===== config.mk =====
export PLATFORM = sky130hd
export DESIGN_NAME = uart_tx_buffer_flat
export DESIGN_NICKNAME = d
export VERILOG_FILES = /design/src/rtl/uart_tx_buffer_if.sv /design/src/rtl/uart_tx_buffer.sv /design/src/flat_wrapper.sv
export SDC_FILE = /design/constraint.sdc
export NUM_CORES = 1
export LEC_CHECK = 0
export CAP_MARGIN = 40
export CORE_AREA = 2 2 105 107
export DETAILED_ROUTE_END_ITERATION = 16
export DIE_AREA = 0 0 107 109
export GPL_ROUTABILITY_DRIVEN = 0
export PLACE_DENSITY = 0.78
export SLEW_MARGIN = 20
export SYNTH_ARGS = -nofsm -noshare
export SYNTH_HDL_FRONTEND = slang
export SYNTH_SLANG_ARGS = --single-unit

===== constraint.sdc =====
create_clock -name clk -period 4.22 [get_ports clk]
set_input_delay 0.633 -clock clk [delete_from_list [all_inputs] [get_ports clk]]
set_output_delay 0.633 -clock clk [all_outputs]
set_load 0.005 [all_outputs]

===== src/rtl/uart_tx_buffer_if.sv =====
// Byte-queue and transmitter handshake bundle
// for the buffered UART transmit source.
interface uart_tx_buffer_if #(
  parameter int DEPTH_LOG2 = 4
);
  logic                wr_en;
  logic [7:0]          wr_data;
  logic                full;
  logic                empty;
  logic [DEPTH_LOG2:0] count;
  logic                overflow;
  logic                busy;
  logic                new_data_tx;
  logic [7:0]          data_tx;

  modport master (
    output wr_en,
    output wr_data,
    output busy,
    input  full,
    input  empty,
    input  count,
    input  overflow,
    input  new_data_tx,
    input  data_tx
  );

  modport slave (
    input  wr_en,
    input  wr_data,
    input  busy,
    output full,
    output empty,
    output count,
    output overflow,
    output new_data_tx,
    output data_tx
  );
endinterface


===== src/rtl/uart_tx_buffer.sv =====
// Byte FIFO feeding the serial transmitter one
// start pulse at a time, with a busy-ack window.
module uart_tx_buffer #(
  parameter int DEPTH_LOG2  = 4,
  parameter int ACK_TIMEOUT = 4
) (
  input  logic             clk,
  input  logic             rst,
  uart_tx_buffer_if.slave  bus
);
  localparam int DEPTH = 1 << DEPTH_LOG2;
  localparam int CW    = DEPTH_LOG2 + 1;
  localparam int TW    =
    (ACK_TIMEOUT > 1) ? $clog2(ACK_TIMEOUT) : 1;
  localparam logic [CW-1:0] FULL_CNT = CW'(DEPTH);
  localparam logic [TW-1:0] T_LAST =
    TW'(ACK_TIMEOUT - 1);

  typedef enum logic [1:0] {
    S_IDLE,
    S_WAIT_ACK,
    S_WAIT_DONE
  } state_t;

  state_t                r_state;
  state_t                w_state_nxt;
  logic [7:0]            r_mem [DEPTH];
  logic [DEPTH_LOG2-1:0] r_wr_ptr;
  logic [DEPTH_LOG2-1:0] r_rd_ptr;
  logic [CW-1:0]         r_count;
  logic [TW-1:0]         r_timer;
  logic [TW-1:0]         w_timer_nxt;
  logic                  r_overflow;
  logic                  r_new_data;
  logic [7:0]            r_data_tx;
  logic                  w_full;
  logic                  w_empty;
  logic                  w_push;
  logic                  w_pop;

  assign w_full  = (r_count == FULL_CNT);
  assign w_empty = (r_count == '0);
  assign w_push  = bus.wr_en && !w_full;

  assign bus.full        = w_full;
  assign bus.empty       = w_empty;
  assign bus.count       = r_count;
  assign bus.overflow    = r_overflow;
  assign bus.new_data_tx = r_new_data;
  assign bus.data_tx     = r_data_tx;

  always_comb begin
    w_state_nxt = r_state;
    w_timer_nxt = '0;
    w_pop       = 1'b0;
    unique case (r_state)
      S_IDLE: begin
        if (!w_empty && !bus.busy) begin
          w_pop       = 1'b1;
          w_state_nxt = S_WAIT_ACK;
        end
      end
      S_WAIT_ACK: begin
        // no ack inside the window: byte counts as sent
        if (bus.busy)
          w_state_nxt = S_WAIT_DONE;
        else if (r_timer == T_LAST)
          w_state_nxt = S_IDLE;
        else
          w_timer_nxt = r_timer + 1'b1;
      end
      S_WAIT_DONE: begin
        if (!bus.busy)
          w_state_nxt = S_IDLE;
      end
      default: w_state_nxt = S_IDLE;
    endcase
  end

  always_ff @(posedge clk) begin
    if (rst) begin
      r_state <= S_IDLE;
      r_timer <= '0;
    end else begin
      r_state <= w_state_nxt;
      r_timer <= w_timer_nxt;
    end
  end

  always_ff @(posedge clk) begin
    if (w_push)
      r_mem[r_wr_ptr] <= bus.wr_data;
  end

  always_ff @(posedge clk) begin
    if (rst) begin
      r_wr_ptr   <= '0;
      r_rd_ptr   <= '0;
      r_count    <= '0;
      r_overflow <= 1'b0;
      r_new_data <= 1'b0;
      r_data_tx  <= 8'h00;
    end else begin
      r_overflow <= bus.wr_en && w_full;
      r_new_data <= w_pop;
      if (w_push)
        r_wr_ptr <= r_wr_ptr + 1'b1;
      if (w_pop) begin
        r_data_tx <= r_mem[r_rd_ptr];
        r_rd_ptr  <= r_rd_ptr + 1'b1;
      end
      unique case ({w_push, w_pop})
        2'b10:   r_count <= r_count + 1'b1;
        2'b01:   r_count <= r_count - 1'b1;
        default: r_count <= r_count;
      endcase
    end
  end
endmodule


===== src/flat_wrapper.sv =====
// flat-port wrapper written by rule: the top's interface ports become plain ports
module uart_tx_buffer_flat 
#(
  parameter int DEPTH_LOG2  = 4,
  parameter int ACK_TIMEOUT = 4
)
  (clk, rst, bus_wr_en, bus_wr_data, bus_busy, bus_full, bus_empty, bus_count, bus_overflow, bus_new_data_tx, bus_data_tx);
  uart_tx_buffer_if #(.DEPTH_LOG2(DEPTH_LOG2)) bus_i ();
  input  logic clk;
  input  logic rst;
  input wire logic [$bits(bus_i.wr_en)-1:0] bus_wr_en;
  input wire logic [$bits(bus_i.wr_data)-1:0] bus_wr_data;
  input wire logic [$bits(bus_i.busy)-1:0] bus_busy;
  output wire logic [$bits(bus_i.full)-1:0] bus_full;
  output wire logic [$bits(bus_i.empty)-1:0] bus_empty;
  output wire logic [$bits(bus_i.count)-1:0] bus_count;
  output wire logic [$bits(bus_i.overflow)-1:0] bus_overflow;
  output wire logic [$bits(bus_i.new_data_tx)-1:0] bus_new_data_tx;
  output wire logic [$bits(bus_i.data_tx)-1:0] bus_data_tx;
  assign bus_i.wr_en = bus_wr_en;
  assign bus_i.wr_data = bus_wr_data;
  assign bus_i.busy = bus_busy;
  assign bus_full = bus_i.full;
  assign bus_empty = bus_i.empty;
  assign bus_count = bus_i.count;
  assign bus_overflow = bus_i.overflow;
  assign bus_new_data_tx = bus_i.new_data_tx;
  assign bus_data_tx = bus_i.data_tx;
  uart_tx_buffer #(.DEPTH_LOG2(DEPTH_LOG2), .ACK_TIMEOUT(ACK_TIMEOUT)) u_core (.clk(clk), .rst(rst), .bus(bus_i));
endmodule

==> flow_metrics.tcl, run 1 <==
set metrics [dict create \
    grt_max_degree 41 \
    cts_root_buffer "clkbuf_8" \
    io_buffers 28 \
    drv_slew 0 \
    synthesis.instances 405 \
    synth_flop_cell "edfxtp_1" \
    hold_viol 0 \
    fp-row-count 38 \
    end_kind "flip-flop" \
    antenna_found_initial 0 \
    worstPathRequired_ns 4.64 \
    holdPathStages 1 \
    diodes 0 \
    hold_start "u_core.r_timer[0]$_SDFF_PP0_" \
    initial_core_util_pct 58.3 \
    holdCritPathClass "reg -> reg" \
    worstPathMaxFanout 14 \
    tns_ns 0 \
    clock_latency_ns 0.53 \
    power_per_cell_area_mw_per_mm2 565 \
    drt-initial-drc-count 341 \
    r2r_start "u_core.bus.count[3]$_SDFFE_PP0P_" \
    dieArea_mm2 0.0117 \
    crit_arrival_ns 3.81 \
    cts_buffers 17 \
    rr_worst_depth 12 \
    r2r_end "u_core.bus.count[4]$_SDFFE_PP0P_" \
    synth_nets 428 \
    yosysWarnings 0 \
    postCtsSetupBuffers 0 \
    grt_pass1_wl_um 18900 \
    synth_seq_area_share_pct 70.9 \
    grt_use_total_pct 22.7 \
    syn_area_mm2 0.00618 \
    worstMarginPinSlew_ns 0.815 \
    ir_drop_mv 0.383 \
    async_flop_share_pct 0 \
    rsz0062_at_grt "no" \
    final_util_pct 68.9 \
    fin_worst_skew_ns 0.00937 \
    period_needed_ns 3.39 \
    dr.pass1.iters 6 \
    ctsHoldBuffers 0 \
    dp_slack_ns 0.412 \
    die_x_um 107 \
    cts_resized 0 \
    max-slew-margin-rel_pct 45.5 \
    static-leakage-power_nw 2.37 \
    antenna_left 0 \
    dp_hpwl_um 7810 \
    fin_crit_sh_pct 80.2 \
    num_vias 3541 \
    finish.net_count 471 \
    die_h_um 109 \
    startpoint_type "flip-flop" \
    layout_commonest_cell "edfxtp_1" \
    drive_above_1_share_pct 12.1 \
    setup_viol 0 \
    clock_path_buffers 2 \
    wl_um 12300 \
    area_growth_pct 18.2 \
    fin_cells 601 \
    htree_levels 4 \
    ys_ff_latch 155 \
    setup_slack_ns 0.835 \
    synth-edff-count 128 \
    placed_cells 564 \
    vias_per_cell 5.89 \
    max_freq_ghz 0.295 \
    final_cell_mix "edfxtp_1, mux2i_1, nor2_1" \
    clkTransAtPathRegs_ns 0.06 \
    crit_start "u_core.bus.count[3]$_SDFFE_PP0P_" \
    cts.sinks 155 \
    core_mm2 0.0106 \
    ios 29 \
    status "completed" \
    cap_violations 0 \
    syn_area_per_cell_um2 15.3 \
    cts_tree "done" \
    first_global_vias 3488 \
    criticalPathCategory "reg -> reg" \
    worstSetupEndpoint "u_core.bus.count[4]$_SDFFE_PP0P_" \
    reg2reg_slack_ns 0.83 \
    synth_cell_type_count 41 \
    globalRouteOverflowTotal 0 \
    wire_per_inst_um 20.4 \
    detail_route.drc_violations 0 \
]
==> cells in the mapped netlist (6+ instances only) <==
cell type | instances | share of area (%)
a21oi_1 | 6 | 0.49
buf_2 | 7 | 0.57
clkbuf_1 | 7 | 0.43
dfxtp_1 | 27 | 8.7
edfxtp_1 | 128 | 62
ha_1 | 10 | 2.0
inv_1 | 9 | 0.55
mux2i_1 | 62 | 10
nand2_1 | 13 | 0.79
nor2_1 | 37 | 2.2
nor3_1 | 14 | 1.1
nor4_1 | 7 | 0.71
o221ai_1 | 7 | 0.99
o22a_1 | 7 | 0.99
o22ai_1 | 16 | 1.6
==> metal layers <==
layer	wire, um	vias to the layer above	global-route usage (%)
met4	249	0	9.65
met2	6030	123	35.8
met1	5280	1762	30.4
li1	-	1634	-
met3	696	22	5.50
met5	0	-	0
==> cell type report <==
class                           instances  area (um2)
Clock buffer                           21         459
Clock inverter                         11         181
Fill cell                             692        3290
Inverter                               10        40.0
Multi-Input combinational cell        220        1660
Sequential cell                       155        4390
Tap cell                              140         175
Timing Repair Buffer                   44         408
==> flip-flops by register name (all words and copies together) (netlist names) <==
register	count
u_core.r_wr_ptr	4
u_core.bus.data_tx	8
u_core.r_timer	2
u_core.r_rd_ptr	4
u_core.r_mem	128
u_core.bus.new_data_tx	1
u_core.r_state	2
u_core.bus.count	5
u_core.bus.overflow	1
==> worst max-delay path, cell delays in order, from the launching register on <==
cell     delay, ns
dfxtp_1       0.43
nor4_2        0.09
and2_4        0.18
or4_1         0.47
inv_4         0.19
ha_1          0.29
inv_1         0.11
fa_1          0.39
nor2b_1       0.18
o21ai_0       0.13
nand3_1       0.09
or3b_2        0.45
mux2_2        0.28
==> how the worst min path moves through the flow <==
| stage | endpoint |
|---|---|
| floorplan | u_core.r_timer[0]$_SDFF_PP0_ |
| global placement | u_core.r_timer[0]$_SDFF_PP0_ |
| detailed placement | u_core.r_timer[0]$_SDFF_PP0_ |
| CTS | u_core.r_timer[0]$_SDFF_PP0_ |
| global route | u_core.r_timer[0]$_SDFF_PP0_ |
| finish | u_core.r_timer[0]$_SDFF_PP0_ |
==> metrics by stage <==
| step | power (mW) | instance area [um2] | hold slack, ns |
|---|---|---|---|
| after CTS | 4.15 | 7270 | 0.434 |
| after global placement | 2.51 | 6590 | 0.412 |
| after detailed placement | 2.54 | 6630 | 0.425 |
| after floorplan | 2.24 | 6180 | 0.405 |
| final | 4.13 | 7310 | 0.427 |
| after global routing | 4.28 | 7310 | 0.449 |
==> kinds of logic (layout without fill, tap and decap cells) <==
group | Yosys count | after routing | share of synthesized area (%)
AOI/OAI and AO/OA | 41 | 41 | 4.61
buffers and inverters | 30 | 86 | 2.31
and+or+nand+nor | 94 | 94 | 7.61
DFF | 155 | 155 | 70.9
adders and majority gates | 11 | 11 | 2.35
muxes | 65 | 65 | 10.9
xor gates and xnor gates | 9 | 9 | 1.27
==> report_power, final <==
part / internal [mW] / total (mW) / switching [mW]
sequential: 1.76 / 1.84 / 0.0826
clock: 1.02 / 1.61 / 0.593
combinational: 0.328 / 0.673 / 0.345
total: 3.11 / 4.13 / 1.02
Power figures use the tool's default switching activity.
==> run 2: changes to the inputs <==
--- a/config.mk
+++ b/config.mk
@@ -6,11 +6,11 @@
 export NUM_CORES = 1
 export LEC_CHECK = 0
 export CAP_MARGIN = 40
-export CORE_AREA = 2 2 105 107
+export CORE_AREA = 2 2 111 113
 export DETAILED_ROUTE_END_ITERATION = 16
-export DIE_AREA = 0 0 107 109
+export DIE_AREA = 0 0 113 115
 export GPL_ROUTABILITY_DRIVEN = 0
-export PLACE_DENSITY = 0.78
+export PLACE_DENSITY = 0.74
 export SLEW_MARGIN = 20
 export SYNTH_ARGS = -nofsm -noshare
 export SYNTH_HDL_FRONTEND = slang
==> constraint.sdc (replaced) <==
create_clock -name clk -period 2.8 [get_ports clk]
set_input_delay 0.42 -clock clk [delete_from_list [all_inputs] [get_ports clk]]
set_output_delay 0.42 -clock clk [all_outputs]
set_load 0.005 [all_outputs]
==> run 2 against run 1 <==
Die area rose by 11%. Via count shrank 0.28%. Critical path depth unchanged. Fmax up 22%. Clock-buffer cell count down 2. Clock power up 43%. Final area is 1.6% higher. Register-to-register slack got worse by 0.80 ns. Routed wire length fell by 0.57%. Clock skew shrank 0.0029 ns. Highest routed layer unchanged.
==> flow_metrics.tcl, run 2 (synthesis gave the netlist of run 1 again) <==
set metrics [dict create \
    rr_worst_depth 12 \
    criticalPathCategory "reg -> reg" \
    layout_commonest_cell "edfxtp_1" \
    wl_um 12200 \
    drt-initial-drc-count 287 \
    worstPathMaxFanout 5 \
    drv_slew 0 \
    static-leakage-power_nw 2.43 \
    initial_core_util_pct 52.4 \
    dr.pass1.iters 5 \
    hold_viol 0 \
    num_vias 3531 \
    holdPathStages 1 \
    crit_path_frequent_cell "inv_4" \
    placed_cells 586 \
    fin_crit_sh_pct 98.9 \
    status "completed" \
    antenna_found_initial 0 \
    holdCritPathClass "reg -> reg" \
    vias_per_cell 5.70 \
    worstMarginPinSlew_ns 0.632 \
    rsz0062_at_grt "yes" \
    clock_latency_ns 0.42 \
    cpMaxStageDelayCell "or4_4" \
    final_cell_mix "edfxtp_1, mux2i_1, nor2_1" \
    first_global_vias 3535 \
    worstPathRequired_ns 3.10 \
    ir_drop_mv 0.463 \
    grt_use_met2_pct 33.9 \
    grt_use_total_pct 20.1 \
    cts_root_buffer "clkbuf_16" \
    clock_path_buffers 2 \
    core_mm2 0.0118 \
    grt_pass1_wl_um 19300 \
    dieArea_mm2 0.0130 \
    fin_worst_skew_ns 0.00646 \
    finish.net_count 483 \
    cts_tree "done" \
    setup_viol 0 \
    dp_hpwl_um 8130 \
    cts.sinks 155 \
    wire_per_inst_um 19.7 \
    seq_area_mm2 0.00440 \
    slowest_delay_ns 0.44 \
    fp-row-count 40 \
    diodes 0 \
    cap_violations 0 \
    ios 29 \
    fillers 866 \
    grt_max_degree 35 \
    max-slew-margin-rel_pct 57.7 \
    top_usage_layer "met2" \
    regMostFlops "u_core.r_mem" \
    die_h_um 115 \
    htree_levels 4 \
    io_buffers 28 \
    power_per_cell_area_mw_per_mm2 837 \
    antenna_left 0 \
    clkTransAtPathRegs_ns 0.06 \
    startpoint_type "flip-flop" \
    crit_arrival_ns 3.07 \
    period_needed_ns 2.77 \
    crit_chain "nor4_4 -> and2_4 -> or4_4 -> inv_4 -> ha_4 -> inv_4 -> fa_2 -> nor2b_2 -> o21ai_2 -> nand3_1 -> or3b_4 -> mux2_4" \
    detail_route.drc_violations 0 \
    met3_usage_pct 5.11 \
    end_kind "flip-flop" \
    use_met1_pct 26.1 \
    globalRouteOverflowTotal 0 \
    drive_above_1_share_pct 16.3 \
    die_x_um 113 \
    fin_cells 620 \
    largest_reg_flops 128 \
    setup_slack_ns 0.0303 \
    multi_input_area_mm2 0.00170 \
    cts_buffers 17 \
    max_freq_ghz 0.361 \
    dp_slack_ns -0.333 \
    area_growth_pct 20.1 \
    ctsHoldBuffers 0 \
]
-- run 2: report_power, final --
part	leakage, nW	total [mW]	switching [mW]	internal [mW]
Sequential	1.38	2.79	0.127	2.67
Combinational	0.758	1.13	0.538	0.590
Clock	0.288	2.30	0.888	1.41
Total	2.43	6.22	1.55	4.67
-- run 2: critical path: cells and delay by family (launching register included) --
family                     cells  cell delay, ns
and+or+nand+nor                6            1.26
DFF                            1            0.38
adders and majority gates      2            0.51
muxes                          1            0.30
buffers and inverters          2            0.12
AOI/OAI and AO/OA              1            0.09
-- run 2: layer usage --
metal	share of wire [%]	wire (um)
met1	43	5290
met4	0.95	116
met2	51	6160
met3	5.1	619
met5	0	0
-- run 2: final cells by class --
cell class | instances | area share (%)
Clock buffer | 19 | 5.83
Clock inverter | 13 | 2.22
Inverter | 10 | 0.573
Multi-Input combinational cell | 220 | 22.8
Sequential cell | 155 | 59.3
Tap cell | 147 | 2.48
Timing Repair Buffer | 56 | 6.77
-- run 2: what timing repair did --
item | in CTS | in global routing
resized for setup | 0 | 2
setup endpoints to repair | 0 | 1
buffers inserted | 0 | 2
-- run 2: path summary, 6_finish.rpt --
kind                                                        from                          endpoint  slack, ns
worst max register to register  u_core.bus.count[0]$_SDFFE_PP0P_  u_core.bus.count[4]$_SDFFE_PP0P_       0.03
worst min-delay path                u_core.r_timer[0]$_SDFF_PP0_      u_core.r_timer[0]$_SDFF_PP0_       0.43
worst min register to register      u_core.r_timer[0]$_SDFF_PP0_      u_core.r_timer[0]$_SDFF_PP0_       0.43
worst max-delay path            u_core.bus.count[0]$_SDFFE_PP0P_  u_core.bus.count[4]$_SDFFE_PP0P_       0.03
-- run 2: per-stage QoR --
stage               power [mW]  util, %  area [um2]  hold slack [ns]  setup TNS, ns
CTS                       6.24     62.7        7410            0.442              0
floorplan                 3.46        -        6240            0.405        -0.0942
finish                    6.22     62.9        7430            0.432              0
global placement          3.90     57.6        6810            0.415         -0.278
detailed placement        3.95     57.6        6810            0.434         -0.333
global route              6.47     62.9        7430            0.451        -0.0557
